<file path="config.mk">
export PLATFORM = sky130hd
export DESIGN_NAME = sdram_dma_writer
export DESIGN_NICKNAME = d
export VERILOG_FILES = /design/src/rtl/dma_pkg.sv /design/src/rtl/dma_cmd_slot.sv /design/src/rtl/sdram_dma_writer.sv
export SDC_FILE = /design/constraint.sdc
export NUM_CORES = 1
export LEC_CHECK = 0
export CORE_UTILIZATION = 40
export CTS_CLUSTER_DIAMETER = 150
export DETAILED_ROUTE_END_ITERATION = 10
export PLACE_DENSITY = 0.74
export SLEW_MARGIN = 20
export SYNTH_ARGS = -nofsm -noshare
export SYNTH_HDL_FRONTEND = slang
export SYNTH_HIERARCHICAL = 1
export SYNTH_SLANG_ARGS = --single-unit
export TNS_END_PERCENT = 20
</file>
<file path="constraint.sdc">
create_clock -name CLK -period 2.7 [get_ports CLK]
set_input_delay 0.54 -clock CLK [delete_from_list [all_inputs] [get_ports CLK]]
set_output_delay 0.54 -clock CLK [all_outputs]
set_load 0.1 [all_outputs]
</file>
<file path="src/rtl/dma_pkg.sv">
// Shared types and constants for the SDRAM DMA writer: FSM states,
// DMA_STATUS bit positions and default widths.
package dma_pkg;
  localparam int DEF_ADDR_W = 28;
  localparam int DEF_DATA_W = 128;
  localparam int DEF_CNT_W  = 16;

  localparam int STAT_BUSY_BIT = 16;
  localparam int STAT_PEND_BIT = 17;
  localparam int STAT_OVR_BIT  = 18;

  typedef enum logic [1:0] {
    ST_IDLE = 2'd0,
    ST_RUN  = 2'd1,
    ST_DONE = 2'd2
  } dma_state_e;
endpackage

</file>
<file path="src/rtl/dma_cmd_slot.sv">
// Single-entry pending command register with a sticky overrun flag.
// A load and a take in the same cycle replace the entry.
module dma_cmd_slot
  import dma_pkg::*;
#(
  parameter int ADDR_W = DEF_ADDR_W
) (
  input  logic              clk,
  input  logic              rst_n,
  input  logic              clr,
  input  logic              load,
  input  logic              take,
  input  logic [ADDR_W-1:0] addr_in,
  input  logic [ADDR_W-1:0] size_in,
  output logic              valid,
  output logic [ADDR_W-1:0] addr_out,
  output logic [ADDR_W-1:0] size_out,
  output logic              overrun
);
  logic              valid_q, valid_d;
  logic              ovr_q, ovr_d;
  logic [ADDR_W-1:0] addr_q, addr_d;
  logic [ADDR_W-1:0] size_q, size_d;

  always_comb begin
    valid_d = valid_q;
    ovr_d   = ovr_q;
    addr_d  = addr_q;
    size_d  = size_q;
    if (clr) begin
      valid_d = 1'b0;
      ovr_d   = 1'b0;
    end else begin
      if (take) valid_d = 1'b0;
      if (load) begin
        if (!valid_q || take) begin
          valid_d = 1'b1;
          addr_d  = addr_in;
          size_d  = size_in;
        end else begin
          ovr_d = 1'b1;
        end
      end
    end
  end

  always_ff @(posedge clk or negedge rst_n) begin
    if (!rst_n) begin
      valid_q <= 1'b0;
      ovr_q   <= 1'b0;
      addr_q  <= '0;
      size_q  <= '0;
    end else begin
      valid_q <= valid_d;
      ovr_q   <= ovr_d;
      addr_q  <= addr_d;
      size_q  <= size_d;
    end
  end

  assign valid    = valid_q;
  assign overrun  = ovr_q;
  assign addr_out = addr_q;
  assign size_out = size_q;
endmodule

</file>
<file path="src/rtl/sdram_dma_writer.sv">
// Stream-to-Avalon-MM DMA writer: copies stream beats into consecutive
// SDRAM words of a commanded buffer, one active plus one pending command.
module sdram_dma_writer
  import dma_pkg::*;
#(
  parameter int ADDR_W = DEF_ADDR_W,
  parameter int DATA_W = DEF_DATA_W,
  parameter int CNT_W  = DEF_CNT_W
) (
  input  logic              CLK,
  input  logic              RST_N,
  input  logic              SOFT_CLR,
  input  logic              CMD_START,
  input  logic [ADDR_W-1:0] CMD_ADDRESS,
  input  logic [ADDR_W-1:0] CMD_SIZE,
  input  logic [DATA_W-1:0] ST_DATA,
  input  logic              ST_VALID,
  output logic              ST_READY,
  output logic [ADDR_W-1:0] SDRAM0_ADDRESS,
  output logic [DATA_W-1:0] SDRAM0_WRITEDATA,
  output logic              SDRAM0_WRITE,
  input  logic              SDRAM0_WAITREQUEST,
  output logic [31:0]       DMA_STATUS
);
  // state | meaning
  // IDLE  | no active buffer; waits for a pending command
  // RUN   | turning stream beats into SDRAM writes for the active buffer
  // DONE  | one cycle: bump buffer counter, chain to pending or go idle

  dma_state_e        state_q, state_d;
  logic [1:0]        rst_sync_q, rst_sync_d;
  logic [ADDR_W-1:0] base_q, base_d;
  logic [ADDR_W-1:0] size_q, size_d;
  logic [ADDR_W-1:0] issued_q, issued_d;
  logic [ADDR_W-1:0] accepted_q, accepted_d;
  logic [ADDR_W-1:0] addr_q, addr_d;
  logic [DATA_W-1:0] wdata_q, wdata_d;
  logic              wr_q, wr_d;
  logic [CNT_W-1:0]  cnt_q, cnt_d;

  logic              slot_valid, slot_take, slot_ovr;
  logic [ADDR_W-1:0] slot_addr, slot_size;
  logic              run_en, accept, st_ready, hs, start_job;

  dma_cmd_slot #(.ADDR_W(ADDR_W)) u_slot (
    .clk      (CLK),
    .rst_n    (RST_N),
    .clr      (SOFT_CLR),
    .load     (CMD_START),
    .take     (slot_take),
    .addr_in  (CMD_ADDRESS),
    .size_in  (CMD_SIZE),
    .valid    (slot_valid),
    .addr_out (slot_addr),
    .size_out (slot_size),
    .overrun  (slot_ovr)
  );

  assign rst_sync_d = {rst_sync_q[0], 1'b1};
  assign run_en     = rst_sync_q[1];

  always_comb begin
    accept   = wr_q & ~SDRAM0_WAITREQUEST;
    st_ready = (state_q == ST_RUN) & ~SOFT_CLR & (issued_q != size_q)
             & (~wr_q | ~SDRAM0_WAITREQUEST);
    hs       = ST_VALID & st_ready;

    state_d    = state_q;
    base_d     = base_q;
    size_d     = size_q;
    issued_d   = issued_q;
    accepted_d = accepted_q;
    addr_d     = addr_q;
    wdata_d    = wdata_q;
    wr_d       = wr_q & ~accept;
    cnt_d      = cnt_q;
    start_job  = 1'b0;
    slot_take  = 1'b0;

    if (hs) begin
      wr_d     = 1'b1;
      addr_d   = base_q + issued_q;
      wdata_d  = ST_DATA;
      issued_d = issued_q + 1'b1;
    end
    if (accept && state_q == ST_RUN) accepted_d = accepted_q + 1'b1;

    case (state_q)
      // A write left over from a soft clear must drain before a new buffer
      // starts, otherwise its acceptance would count against the new one.
      ST_IDLE: begin
        if (run_en && slot_valid && !wr_q) begin
          start_job = 1'b1;
          state_d   = (slot_size == '0) ? ST_DONE : ST_RUN;
        end
      end
      ST_RUN: begin
        if (accepted_q == size_q) state_d = ST_DONE;
      end
      ST_DONE: begin
        cnt_d = cnt_q + 1'b1;
        if (slot_valid) begin
          start_job = 1'b1;
          state_d   = ST_RUN;
        end else begin
          state_d = ST_IDLE;
        end
      end
      default: state_d = ST_IDLE;
    endcase

    if (start_job) begin
      slot_take  = 1'b1;
      base_d     = slot_addr;
      size_d     = slot_size;
      issued_d   = '0;
      accepted_d = '0;
    end

    if (SOFT_CLR) begin
      state_d   = ST_IDLE;
      cnt_d     = '0;
      slot_take = 1'b0;
    end
  end

  always_ff @(posedge CLK or negedge RST_N) begin
    if (!RST_N) begin
      state_q    <= ST_IDLE;
      rst_sync_q <= 2'b00;
      base_q     <= '0;
      size_q     <= '0;
      issued_q   <= '0;
      accepted_q <= '0;
      addr_q     <= '0;
      wdata_q    <= '0;
      wr_q       <= 1'b0;
      cnt_q      <= '0;
    end else begin
      state_q    <= state_d;
      rst_sync_q <= rst_sync_d;
      base_q     <= base_d;
      size_q     <= size_d;
      issued_q   <= issued_d;
      accepted_q <= accepted_d;
      addr_q     <= addr_d;
      wdata_q    <= wdata_d;
      wr_q       <= wr_d;
      cnt_q      <= cnt_d;
    end
  end

  assign ST_READY         = st_ready;
  assign SDRAM0_ADDRESS   = addr_q;
  assign SDRAM0_WRITEDATA = wdata_q;
  assign SDRAM0_WRITE     = wr_q;

  always_comb begin
    DMA_STATUS                = '0;
    DMA_STATUS[15:0]          = 16'(cnt_q);
    DMA_STATUS[STAT_BUSY_BIT] = (state_q != ST_IDLE);
    DMA_STATUS[STAT_PEND_BIT] = slot_valid;
    DMA_STATUS[STAT_OVR_BIT]  = slot_ovr;
  end
endmodule

</file>
; Word level (Yosys, flattened, before mapping)
; Index checks and enable logic that the tools add are counted.
[word_totals]
regBits = 347
input_bits = 190
out_inout_bits = 190
[op_classes]
addsub = 4
reduce_logical = 16
eq_ne = 7
bitwise_logic = 11
mux = 25
[op_table]
columns = operator, n
row1 = $mux 28, 4
row2 = $add 28x1->28 const B, 2
row3 = $mux 16, 2
row4 = $add 28x28->28, 1
row5 = $eq 28x28->1, 1
row6 = $logic_not 28->1, 1
row7 = $ne 28x28->1, 1
row8 = $add 16x1->16 const B, 1
row9 = $mux 1, 13
row10 = $reduce_bool 2->1, 5
row11 = $mux 2, 4
row12 = $and 1x1->1, 6
row13 = $pmux 2 s3, 1
row14 = $not 1->1, 4
row15 = $reduce_and 2->1, 2
row16 = $logic_and 1x1->1, 3
row17 = $ne 3x2->1 const B, 1
row18 = $ne 3x3->1 const B, 1
row19 = $reduce_and 3->1, 1
row20 = $eq 2x1->1 const B, 1
row21 = $eq 2x2->1 const B, 1
row22 = $logic_not 1->1, 2
row23 = $logic_not 2->1, 1
row24 = $ne 2x2->1 const B, 1
row25 = 3 further kinds, 3

; Longest topological paths before layout
; Gate-level depths: netlist of the first run.
[logic_depth]
ltp_word = 10
mapped_depth = 11
ltp_nobuf = 10

; Modules after synthesis
; Netlist of the first run, hierarchy kept.
[by_module_without_submodules]
columns = module, area_each_um2, n_inst, seq_area_each_um2, cells_per_inst
row1 = sdram_dma_writer, 13598.0, 1, 7231.9, 1254
row2 = dma_cmd_slot, 2379.8, 1, 1451.4, 126

; Worst setup path after synthesis of the first run
; No wires, ideal clock.
[synth_timing]
kind = reg2out
from = register wr_q (netlist: SDRAM0_WRITE)
to = output ST_READY
setup_slack_ns = -1.154
stages_incl_launch_ff = 3
t_required_ns = 2.160
n_path_buf = 0
arrival_time_ns = 3.314
path_cell_list = dfrtp_1 > and2_1 > a211oi_1
[synth_between]
elab_chain_len = 3
[synth_rtl]
columns = item, line
row1 = start: declaration, sdram_dma_writer.sv:38  ; logic wr_q, wr_d;
row2 = start signal: assignment, sdram_dma_writer.sv:148  ; wr_q <= wr_d;
row3 = $not 1->1, sdram_dma_writer.sv:65  ; & (~wr_q | ~SDRAM0_WAITREQUEST);
row4 = $or 1x1->1, sdram_dma_writer.sv:65
row5 = $and 1x1->1, sdram_dma_writer.sv:65
row6 = end: declaration, sdram_dma_writer.sv:18  ; output logic ST_READY,
; No other way between the ends.

; Worst setup path after layout of the first run
[layout_timing]
from = register issued_q[1]
to = output ST_READY
[layout_between]
elab_chain_len = 3
[layout_rtl]
columns = item, line
row1 = start: declaration, sdram_dma_writer.sv:34  ; logic [ADDR_W-1:0] issued_q, issued_d;
row2 = start signal: assignment, sdram_dma_writer.sv:144  ; issued_q <= issued_d;
row3 = $ne 28x28->1, sdram_dma_writer.sv:64  ; st_ready = (state_q == ST_RUN) & ~SOFT_CLR & (issued_q != size_q)
row4 = $and 1x1->1, sdram_dma_writer.sv:64
row5 = $and 1x1->1, sdram_dma_writer.sv:65
; No other way between the ends.

==> run_results.csv, run 1 <==
group,metric,value,unit
run,drv_cap,0,
sta,grt_setup_unrepaired,"yes",
route,wl_per_cell,18.0,um
global_route,grt_pass1_vias,12008,
route,first_pass_iters,5,
worst_setup_path,arrival,2.13,ns
cells_and_area,area.growth.synth_to_final,36.0,%
worst_setup_path,r2r-start,"base_q[0]",
die,start_util,0.410,
yosys,yosysWarnings,6,
die,die-area,40700,um2
worst_setup_path,cp_max_fo,4,
hold_path,whs_endpoint,"rst_sync_q[1]",
placement,placed_area,20400,um2
global_route,grt_max_degree,109,
sta,period_share,0.991,
clock_tree,clk_latency,0.54,ns
worst_setup_path,path_delay_family,"buffers and inverters",
yosys,avgSynthCellArea,11.6,um2
route,drc,0,
yosys,yosys-top-cells-area,"dfrtp_1 54%, mux2_2 10%, nand2_1 5.7%",
sta,setup_viol,0,
placement,gp_congestion,0.895,
die,die_y,202,um
power,ir_drop,715,uV
yosys,ys.flop_type,"dfrtp_1",
worst_setup_path,critPathBufInv,4,
die,ios,380,
worst_setup_path,crit_required,2.16,ns
yosys,synthDistinctLibCells,66,
power,power_density,1160,nW/um2
power,power,25.1,mW
hold_path,min_from,"rst_sync_q[0]",
clock_tree,cts-htree-levels,2,
yosys,yosys.area.top_type,"dfrtp_1",
worst_setup_path,r2r_slack,0.08,ns
sta,layout_min_cycle_time,2.67,ns
route,totalWireLength,42500,um
cells_and_area,drive_gt1_frac,0.299,
sta,relSlewSlack,0.537,
cells_and_area,layout.nets,2045,
cells_and_area,final_cell_mix,"346 x dfrtp_1, 256 x buf_4, 241 x nand2_1",
yosys,ys_ff_latch,347,
global_route,grt_usage,0.207,
route,via_per_inst,5.03,
yosys,syn_inst,1380,
yosys,synthArstFlopShare,1.00,
sta,fmax,0.374,GHz
yosys,ys_seq_area_frac,0.543,
clock_tree,cts_root_buf,"clkbuf_16",
worst_setup_path,cp_slowest_cell,"dfrtp_1",
route,drt_iter0_markers,800,
route,antenna_left,0,
sta,worst_hold_slack,0.350,ns
yosys,synth_edf_count,0,
sta,slew_violations,0,
yosys,synth_top_area_share,0.543,
worst_setup_path,max_stage_delay,0.39,ns
cells_and_area,fill_cells,3245,
worst_setup_path,worst-setup-path-type,"reg -> out",
hold_path,min_path_type,"reg -> reg",
worst_setup_path,critPathMostFrequentCell,"buf_6",
sta,fin_tns_setup,0,ns
clock_tree,cts_tree,"built",
outcome,outcome,"completed",
die,die_w,202,um
yosys,syn_area,16000,um2
worst_setup_path,rr_worst_depth,12,
route,num_vias,11911,
power,leakagePower,10.3,nW
clock_tree,path_clk_slew,0.06,ns
worst_setup_path,cp_cell_sequence,"buf_6, buf_6, xnor2_1, nand4_1, nor4_1, buf_4, a211oi_4, buf_12",
global_route,antenna_found_initial,1,
worst_setup_path,critPathCaptureType,"output pin",
sta,skew,0.0207,ns
die,coreArea,39000,um2
cells_and_area,layout_commonest_cell,"dfrtp_1",
placement,dp_slack,-0.179,ns
clock_tree,clockBufferDepth,3,
hold_path,min_path_cells,0,
placement,io_buffers,366,
sta,finalWorstSetupSlack,0.0252,ns
clock_tree,numCtsBuffers,38,
sta,hold_viol,0,
worst_setup_path,startpoint_type,"register",
die,core.rowCount,72,
cells_and_area,final_cell_area,21700,um2
sta,max_slew.worst_pin.slew,0.695,ns
global_route,grt_pass1_wl,67000,um
worst_setup_path,r2r_end,"SDRAM0_ADDRESS[24]",
clock_tree,clkSinkCount,347,
global_route,overflow,0,
placement,place_hpwl,31600,um
flip-flops by register name, summed over array words and instances, names as in the netlist:
signal            count
base_q               28
u_slot/valid          1
issued_q             28
accepted_q           28
SDRAM0_ADDRESS       28
size_q               28
u_slot/addr_out      28
state_q               2
rst_sync_q            2
SDRAM0_WRITEDATA    128
u_slot/size_out      28
cnt_q                16
SDRAM0_WRITE          1
u_slot/overrun        1
kinds of logic after synthesis:
logic type                 share of synthesized area
DFF                                            0.543
xor gates and xnor gates                      0.0778
muxes                                          0.142
adders and majority gates                     0.0247
AOI/OAI and AO/OA                             0.0461
other                                       0.000470
buffers and inverters                         0.0305
and+or+nand+nor                                0.134
timing repair:
| item | CTS | global route |
|---|---|---|
| pin swaps | 5 | 12 |
| gates resized for setup | 8 | 12 |
| endpoints found under the setup margin | 10 | 12 |
| setup buffers | 0 | 1 |
| hold endpoints to repair | 9 | 0 |
| hold buffers | 1 | 0 |
routing by layer:
| layer | track usage | wire length [um] | vias up |
|---|---|---|---|
| met1 | 0.265 | 17900 | 5892 |
| met2 | 0.357 | 21200 | 349 |
| met5 | 0 | 0 | - |
| met3 | 0.0376 | 2230 | 74 |
| li1 | - | - | 5596 |
| met4 | 0.0633 | 1170 | 0 |
Yosys cell counts (2+ instances only):
master,instances
mux2i_1,2
mux2_4,40
or2_2,4
inv_1,10
nor2_1,88
nand2_1,241
nand4_1,28
nor4b_1,2
buf_4,26
and3_1,14
nor4_1,12
and4_1,9
a21boi_0,3
o21bai_1,4
buf_2,11
a21o_1,6
buf_12,4
mux2_2,147
a2111o_1,2
a21oi_1,38
o211ai_1,4
and2_1,3
conb_1,2
nand2_4,2
a211o_1,4
nand2b_1,2
a211oi_1,3
nand3_1,35
nor3_1,6
dfrtp_1,347
clkbuf_1,28
o21ai_1,2
o21ai_0,39
a2111oi_0,2
ha_1,30
xnor2_1,68
xor2_1,74
o31ai_1,2
or3_1,5
o21a_1,2
nor2b_1,4
worst max path at each step:
stage | from | depth (start not counted) | end
floorplan | SDRAM0_WRITE | 11 | u_slot/addr_out[0]
global placement | base_q[0] | 12 | SDRAM0_ADDRESS[24]
detailed placement | base_q[0] | 12 | SDRAM0_ADDRESS[24]
CTS | issued_q[1] | 8 | ST_READY
global route | issued_q[0] | 7 | ST_READY
finish | issued_q[1] | 8 | ST_READY
cell type report:
cell class,instances,area (um2),share of cell area
Tap cell,518,648,0.0298
Inverter,10,37.5,0.00173
Clock inverter,12,130,0.00599
Multi-Input combinational cell,964,6950,0.320
Timing Repair Buffer,463,4150,0.191
Clock buffer,54,1130,0.0521
Sequential cell,347,8680,0.400
Antenna cell,1,2.50,0.000115
report_power, final:
group / internal [mW] / switching (mW)
clock network: 3.12 / 2.11
logic: 3.00 / 9.29
registers: 6.63 / 0.984
through the flow:
stage / cells / utilization
final: 2369 / 0.557
after CTS: 2367 / 0.555
after detailed placement: 2300 / 0.522
after global placement: 2300 / 0.522
after floorplan: 1392 / -
after global routing: 2369 / 0.557
(Power assumes the default switching activity.)
==> run 2: changes to the inputs <==
--- a/config.mk
+++ b/config.mk
@@ -5,11 +5,11 @@
 export SDC_FILE = /design/constraint.sdc
 export NUM_CORES = 1
 export LEC_CHECK = 0
+export CAP_MARGIN = 20
 export CORE_UTILIZATION = 40
 export CTS_CLUSTER_DIAMETER = 150
 export DETAILED_ROUTE_END_ITERATION = 10
 export PLACE_DENSITY = 0.74
-export SLEW_MARGIN = 20
 export SYNTH_ARGS = -nofsm -noshare
 export SYNTH_HDL_FRONTEND = slang
 export SYNTH_HIERARCHICAL = 1
==> constraint.sdc (replaced) <==
create_clock -name CLK -period 2.34 [get_ports CLK]
set_input_delay 0.468 -clock CLK [delete_from_list [all_inputs] [get_ports CLK]]
set_output_delay 0.468 -clock CLK [all_outputs]
set_load 0.1 [all_outputs]
==> run 2 against run 1 <==
Compared with the run above: the flow now finishes with violations (negative setup slack); clock power rose by 22%; total power grew 20%; wire length up 7.7%; global-route usage is 1.6 points higher; clock-buffer cell count is 2 higher.
==> run_results.csv, run 2 (synthesis results as in run 1) <==
group,metric,value,unit
outcome,outcome,"complete, but fails checks",
outcome,violations,"negative setup slack",
hold_path,min_path_type,"reg -> reg",
route,drt_iter0_markers,753,
cells_and_area,layout.nets,2156,
die,die-area,40700,um2
cells_and_area,drive_gt1_frac,0.374,
sta,relSlewSlack,0.562,
cells_and_area,layout_commonest_cell,"dfrtp_1",
sta,fmax,0.380,GHz
power,p_int,15.4,mW
global_route,grt_pass1_wl,71400,um
sta,layout_min_cycle_time,2.63,ns
die,coreArea,39000,um2
worst_setup_path,rr_worst_depth,10,
clock_tree,numCtsBuffers,39,
clock_tree,clk_latency,0.57,ns
worst_setup_path,crit_required,2.81,ns
placement,gp_congestion,0.877,
sta,setup_viol,180,
die,core.rowCount,72,
die,die_y,202,um
sta,slew_violations,0,
worst_setup_path,worst-setup-path-type,"reg -> reg",
worst_setup_path,r2r_slack,-0.29,ns
die,start_util,0.410,
power,power,30.1,mW
sta,hold_viol,0,
die,die_w,202,um
placement,placed_cells,2387,
clock_tree,clockBufferDepth,3,
cells_and_area,final_cell_mix,"341 x dfrtp_1, 336 x buf_4, 235 x nand2_1",
run,drv_cap,0,
power,ir_drop,897,uV
worst_setup_path,cp_max_fo,8,
power,power_density,1290,nW/um2
power,switching_share,0.487,
route,drc,0,
sta,worst_hold_slack,0.353,ns
global_route,grt_usage,0.223,
cells_and_area,layout.cells.non_filler,2483,
route,wl_per_cell,18.5,um
power,p_comb_frac,0.495,
clock_tree,cts_tree,"built",
clock_tree,cts-htree-levels,2,
power,pwr-share-clk,0.212,
route,first_pass_iters,5,
global_route,antenna_found_initial,1,
sta,skew,0.0365,ns
worst_setup_path,startpoint_type,"register",
route,totalWireLength,45800,um
placement,dp_slack,-0.535,ns
clock_tree,path_clk_slew,0.06,ns
hold_path,min_path_cells,0,
sta,max_slew.worst_pin.slew,0.657,ns
worst_setup_path,critPathCaptureType,"register",
global_route,grt_pass1_vias,12921,
sta,grt_setup_unrepaired,"yes",
worst_setup_path,arrival,3.10,ns
route,num_vias,12451,
sta,finalWorstSetupSlack,-0.294,ns
placement,place_hpwl,33300,um
cells_and_area,largest_register_ffs,128,
clock_tree,clkSinkCount,347,
power,leakagePower,11.1,nW
global_route,overflow,0,
sta,period_share,1.13,
clock_tree,cts_root_buf,"clkbuf_16",
route,antenna_left,0,
power,p_sw,14.6,mW
power,pwr-share-seq,0.293,
die,ios,380,
global_route,grt_max_degree,109,
placement,io_buffers,366,
cells_and_area,area.growth.synth_to_final,45.8,%
route,via_per_inst,5.01,
==> run 2: what timing repair did <==
action | CTS | global route
resized for setup | 104 | 62
pin swaps | 62 | 41
hold buffers | 1 | 0
setup endpoints to repair | 183 | 186
buffers inserted | 23 | 6
gates cloned | 3 | 1
hold endpoints to repair | 41 | 0
==> run 2: layout make-up <==
cell class	instances	area (um2)
diodes	1	2.50
clock buffers	56	1160
well taps	518	648
multi-input cells	964	7420
repair buffers	573	5140
clock inverters	14	191
flip-flops and latches	347	8690
inverters	10	37.5
fillers	3097	15700
==> run 2: per-stage QoR <==
step	setup TNS, ns	instance area [um2]	utilization
floorplan	-12.82	16100	-
global placement	-34.72	21000	0.539
detailed placement	-44.51	21000	0.539
CTS	-8.36	23000	0.590
global route	-32.35	23300	0.597
finish	-23.00	23300	0.597
==> run 2: path summary, 6_finish.rpt <==
check / from / end
min: rst_sync_q[0] / rst_sync_q[1]
min in group asynchronous: RST_N / issued_q[19]
max: issued_q[5] / SDRAM0_ADDRESS[21]
max reg2reg: issued_q[5] / SDRAM0_ADDRESS[21]
min reg2reg: rst_sync_q[0] / rst_sync_q[1]
max in group asynchronous: RST_N / SDRAM0_WRITEDATA[37]
==> run 2: routing by layer <==
| layer | routed length (um) | track usage | vias to the layer above |
|---|---|---|---|
| li1 | - | - | 5826 |
| met1 | 17900 | 0.268 | 6148 |
| met3 | 2750 | 0.0406 | 73 |
| met2 | 24000 | 0.400 | 404 |
| met5 | 0 | 0 | - |
| met4 | 1220 | 0.0755 | 0 |
==> run 2: critical path, stage by stage, from the launching register on <==
cell      delay, ns
dfrtp_1        0.44
buf_6          0.16
xnor2_2        0.12
nand4_1        0.15
nor3_4         0.06
buf_4          0.13
a2111o_2       0.56
buf_8          0.19
or4b_4         0.48
o311ai_2       0.08
a211o_1        0.17
==> run 2: power by group through the flow <==
stage / combinational, mW / clock [mW] / sequential (mW)
4_1_cts: 14.8 / 6.53 / 8.76
5_1_grt: 15.4 / 6.76 / 8.99
6_report: 14.9 / 6.38 / 8.79
2_1_floorplan: 2.54 / 0 / 16.9
3_3_place_gp: 14.6 / 0 / 8.74
3_5_place_dp: 14.7 / 0 / 8.83
==> run 3: changes to the inputs <==
--- a/config.mk
+++ b/config.mk
@@ -5,7 +5,6 @@
 export SDC_FILE = /design/constraint.sdc
 export NUM_CORES = 1
 export LEC_CHECK = 0
-export CAP_MARGIN = 20
 export CORE_UTILIZATION = 40
 export CTS_CLUSTER_DIAMETER = 150
 export DETAILED_ROUTE_END_ITERATION = 10
==> results of run 3 <==
No change in the layout: final DEF, timing and power equal those of run 2.
